`src/rtl/fetch_stage.sv`:
```
// Instruction fetch stage: PC register, IF/ID pipeline register, RUN/HALTED
// control FSM, and stall/fetch event counters.
module fetch_stage #(
    parameter logic [31:0] RESET_PC  = 32'h0000_0000,
    parameter logic [31:0] NOP_INSTR = 32'h0000_0000
) (
    input  logic        clk,
    input  logic        reset,
    input  logic        PCWrite,
    input  logic        IFIDWrite,
    input  logic        Branch_Taken,
    input  logic [31:0] Branch_Target,
    input  logic        Halt_Req,
    input  logic        Resume,
    input  logic [31:0] Instr_Mem,
    output logic [31:0] PC_Addr,
    output logic [31:0] PC4_IFID,
    output logic [31:0] Instr_IFID,
    output logic        Valid_IFID,
    output logic        Halted,
    output logic [15:0] Stall_Count,
    output logic [31:0] Fetch_Count
);

    typedef enum logic {
        RUN    = 1'b0,
        HALTED = 1'b1
    } state_t;

    state_t      state_q, state_d;
    logic [31:0] pc_q, pc_d;
    logic [31:0] instr_q, instr_d;
    logic [31:0] pc4_q, pc4_d;
    logic        valid_q, valid_d;
    logic [15:0] stall_q, stall_d;
    logic [31:0] fetch_q, fetch_d;
    logic [31:0] pc_plus4;

    // Adder wraps naturally at 2^32.
    assign pc_plus4 = pc_q + 32'd4;

    // Next-state selection: halt beats branch, branch beats the stall controls.
    always_comb begin
        // NOTE: every signal gets a default here so no path leaves it unassigned (no latches).
        state_d = state_q;
        pc_d    = pc_q;
        instr_d = instr_q;
        pc4_d   = pc4_q;
        valid_d = valid_q;
        stall_d = stall_q;
        fetch_d = fetch_q;

        unique case (state_q)
            RUN: begin
                if (Halt_Req) begin
                    state_d = HALTED;
                    instr_d = NOP_INSTR;
                    valid_d = 1'b0;
                end else if (Branch_Taken) begin
                    pc_d    = {Branch_Target[31:2], 2'b00};
                    instr_d = NOP_INSTR;
                    valid_d = 1'b0;
                end else begin
                    if (PCWrite) begin
                        pc_d = pc_plus4;
                    end else if (stall_q != 16'hFFFF) begin
                        stall_d = stall_q + 16'd1;
                    end
                    if (IFIDWrite) begin
                        instr_d = Instr_Mem;
                        pc4_d   = pc_plus4;
                        valid_d = 1'b1;
                        fetch_d = fetch_q + 32'd1;
                    end
                end
            end
            HALTED: begin
                // Everything frozen; only Resume is observed.
                if (Resume) begin
                    state_d = RUN;
                end
            end
            default: state_d = RUN;
        endcase
    end

    // State register bank with asynchronous active-high reset.
    always_ff @(posedge clk or posedge reset) begin
        if (reset) begin
            state_q <= RUN;
            pc_q    <= RESET_PC;
            instr_q <= NOP_INSTR;
            pc4_q   <= 32'd0;
            valid_q <= 1'b0;
            stall_q <= 16'd0;
            fetch_q <= 32'd0;
        end else begin
            // NOTE: non-blocking so all registers update together from pre-edge values.
            state_q <= state_d;
            pc_q    <= pc_d;
            instr_q <= instr_d;
            pc4_q   <= pc4_d;
            valid_q <= valid_d;
            stall_q <= stall_d;
            fetch_q <= fetch_d;
        end
    end

    // Outputs come straight from registers; PC_Addr has no input-to-output path.
    assign PC_Addr     = pc_q;
    assign PC4_IFID    = pc4_q;
    assign Instr_IFID  = instr_q;
    assign Valid_IFID  = valid_q;
    assign Halted      = (state_q == HALTED);
    assign Stall_Count = stall_q;
    assign Fetch_Count = fetch_q;

endmodule

```
`config.mk`:
```
export PLATFORM = sky130hd
export DESIGN_NAME = fetch_stage
export DESIGN_NICKNAME = d
export VERILOG_FILES = /design/src/rtl/fetch_stage.sv
export SDC_FILE = /design/constraint.sdc
export NUM_CORES = 1
export LEC_CHECK = 0
export BUFFER_PORTS_ARGS = -buffer_cell sky130_fd_sc_hd__clkbuf_2
export CORE_MARGIN = 8
export CORE_UTILIZATION = 35
export DETAILED_ROUTE_END_ITERATION = 8
export PLACE_DENSITY = 0.62
export SETUP_SLACK_MARGIN = 0.3
export SLEW_MARGIN = 20
export SYNTH_ARGS = -nofsm -noshare
export SYNTH_HDL_FRONTEND = slang
export SYNTH_SLANG_ARGS = --single-unit
```
`constraint.sdc`:
```
create_clock -name clk -period 4.9 [get_ports clk]
set_input_delay 0.735 -clock clk [delete_from_list [all_inputs] [get_ports clk]]
set_output_delay 0.735 -clock clk [all_outputs]
set_load 0.05 [all_outputs]
```
==> impl_metrics.env <==
export IMPL_die_h_um=158
export IMPL_worst_ir_drop_vdd_v=0.000362
export IMPL_p_sw_frac=0.414
export IMPL_drtIter0Drc=364
export IMPL_crit_start="Branch_Taken"
export IMPL_synth_avg_cell_area_um2=9.89
export IMPL_drcViolationCount=0
export IMPL_hold_viol=0
export IMPL_dpl_hpwl_mm=14.7
export IMPL_required_ns=5.19
export IMPL_tns_ns=0
export IMPL_synth_cell_types=55
export IMPL_path_max_fanout=32
export IMPL_max_stage_delay_ns=0.83
export IMPL_portBuffers=210
export IMPL_grt_pass1_wl_mm=34.4
export IMPL_r2r_setup_slack_ns=2.30
export IMPL_num_antenna_cells=0
export IMPL_viasPerCell=5.30
export IMPL_dr_pass1_iters=5
export IMPL_syn_inst=709
export IMPL_hold_ws_ns=0.428
export IMPL_die_area_mm2=0.0248
export IMPL_grt_overflow_total=0
export IMPL_power_switching_mw=1.88
export IMPL_r2r_start="PC_Addr[5]"
export IMPL_cts_made_buffers=17
export IMPL_htree_num_levels=4
export IMPL_max_freq_ghz=0.378
export IMPL_worstSetupPathType="in2reg"
export IMPL_cts_buffer_depth=2
export IMPL_hold_class="in2async"
export IMPL_cp_arrival_ns=2.93
export IMPL_grt_pass1_vias=6168
export IMPL_outcome="complete, no violations"
export IMPL_rows=51
export IMPL_p_comb_frac=0.318
export IMPL_tightest_slew_ns=1.07
export IMPL_reg2reg_depth=4
export IMPL_rsz0062_at_grt="no"
export IMPL_post_route_util=0.455
export IMPL_ys_warn_count=0
export IMPL_cts_sinks=142
export IMPL_regArea_mm2=0.00355
export IMPL_io_pins=217
export IMPL_synth_edf_count=0
export IMPL_start_util=0.358
export IMPL_wl_per_cell_um=18.2
export IMPL_p_leak_nw=4.16
export IMPL_dpl_worst_slack_ns=1.84
export IMPL_grt_max_degree=77
export IMPL_drt_wl_total_mm=21.3
export IMPL_clk_pin_slew_ns=0.06
export IMPL_netlist_area_mm2=0.00702
export IMPL_drtAntennaViolNets=0
export IMPL_fillers=1919
export IMPL_ys_flop_type="dfrtp_1"
export IMPL_drive_gt1_frac=0.293
export IMPL_die_x_um=158
export IMPL_num_vias=6210
export IMPL_power_frac_seq=0.354
export IMPL_rr_endpoint="PC_Addr[25]"
export IMPL_multiInputGateArea_mm2=0.00319
export IMPL_ys_seq_elements=142
export IMPL_finalCritPeriodShare=0.539
export IMPL_async_reset_ff_frac=1.00
export IMPL_nets=968
export IMPL_slew_headroom=0.281
export IMPL_finalSetupViolCount=0
export IMPL_endpoint_kind="flip-flop"
export IMPL_path_cells="clkbuf_2 > or4b_2 > nor3_4 > nand4_1 > xnor2_1"
export IMPL_antenna_found_initial=1
export IMPL_cellPowerDensity_mw_per_mm2=510
export IMPL_p_clk_frac=0.328
export IMPL_ys_seq_area_frac=0.507
export IMPL_p_int_mw=2.67
export IMPL_cp_slowest_cell="or4b_2"
export IMPL_skew_ns=0.00945
export IMPL_startpoint_type="input pin"
export IMPL_clock_latency_ns=0.42
export IMPL_postCtsHoldBufs=0
export IMPL_layout_min_cycle_time_ns=2.64
export IMPL_cts_resized_gates=0
export IMPL_worst_slack_ns=2.26
export IMPL_tritoncts="yes"
export IMPL_slew_viol_final=0
export IMPL_cts_root_buf="clkbuf_16"
export IMPL_grt_total_usage=0.174
export IMPL_core_area_mm2=0.0196
export IMPL_cap_violations=0
export IMPL_post_cts_buffers=0
export IMPL_gp_congestion=0.771
export IMPL_area_growth_pct=27.1
[cell type report]
type	instances	area share
Inverter	11	0.00519
Multi-Input combinational cell	503	0.358
Clock buffer	20	0.0523
Timing Repair Buffer	219	0.125
Clock inverter	12	0.0232
Sequential cell	142	0.399
Tap cell	265	0.0372
[per-stage QoR]
step / cells / instance area (um2) / total power, mW
floorplan: 712 / 7030 / 2.69
global placement: 1140 / 8240 / 3.08
detailed placement: 1140 / 8240 / 3.09
CTS: 1172 / 8920 / 4.59
global route: 1172 / 8920 / 4.77
finish: 1172 / 8920 / 4.55
[cells in the mapped netlist, types with 4 or more instances]
cell,count,area share
xnor2_1,45,0.056
o21ai_0,33,0.024
nand3_1,46,0.033
nand4_1,36,0.032
a21oi_1,28,0.020
xor2_1,11,0.014
nor2_1,43,0.023
or4_1,9,0.0096
buf_1,5,0.0027
a31oi_1,11,0.0098
nor3_1,17,0.012
and4_1,8,0.010
nor4_1,11,0.0098
o2bb2ai_1,5,0.0062
a22oi_1,4,0.0043
clkbuf_1,33,0.018
buf_2,11,0.0078
buf_4,5,0.0054
dfrtp_1,142,0.51
or4b_1,6,0.0086
a22o_1,32,0.040
o211ai_1,17,0.018
inv_1,11,0.0059
or3_1,9,0.0080
and3_1,24,0.021
nand2_1,55,0.029
o21a_1,5,0.0054
[worst max-delay path: cells and delay by family]
family / cells / cell delay (ns)
buf+inv: 1 / 0.40
xor+xnor: 1 / 0.17
simple gates: 3 / 1.61
[routing by layer]
layer,routed length [um],vias up,global-route usage
li1,-,2978,-
met4,171,2,0.0399
met5,13,-,0
met3,1530,17,0.0485
met2,9900,204,0.279
met1,9700,3009,0.228
[power groups by stage]
stage	logic [mW]	registers, mW	clock network [mW]
detailed placement	1.46	1.63	0
CTS	1.46	1.61	1.52
global route	1.55	1.65	1.58
floorplan	0.439	2.25	0
global placement	1.45	1.62	0
finish	1.45	1.61	1.49
[how the worst max path moves through the flow]
stage / to / cells after the start
after floorplan: Fetch_Count[0] / 1
after global placement: Fetch_Count[28] / 5
after detailed placement: Fetch_Count[16] / 5
after CTS: Fetch_Count[16] / 5
after global routing: Stall_Count[10] / 5
final: Fetch_Count[16] / 5
[cell families after synthesis]
kind of cell,Yosys count,share of synthesized area
mux,5,0.00749
flops,142,0.507
buf+inv,67,0.0417
compound gates,151,0.145
simple gates,284,0.223
xor+xnor,56,0.0699
other cells,1,0.000535
fa+ha+maj,3,0.00535
[registers in the layout, summed over array words and instances, names as in the netlist]
register / count
Stall_Count: 16
Fetch_Count: 32
Halted: 1
Valid_IFID: 1
PC_Addr: 30
Instr_IFID: 32
PC4_IFID: 30
[cell usage in the layout, fill, tap and decap left out, types with 3 or more instances in the layout]
master	instances
clkbuf_2	210
dfrtp_1	142
nand2_1	55
nand3_1	46
xnor2_1	45
nor2_1	43
nand4_1	36
o21ai_0	32
a22o_1	32
a21oi_1	28
and3_1	24
o211ai_1	17
nor3_1	17
clkbuf_16	17
a31oi_1	11
nor4_1	11
xor2_1	11
inv_1	10
or3_1	9
or4_1	9
buf_4	9
and4_1	8
or4b_1	6
o21a_1	5
o2bb2ai_1	5
bufinv_16	5
a22oi_1	4
conb_1	4
nand4_2	3
and2_1	3
mux2i_1	3
o22ai_1	3
o22a_1	3
o311ai_0	3
or2_2	3
inv_6	3
ha_1	3
clkbuf_8	3
clkinv_4	3
(Power assumes the default switching activity.)
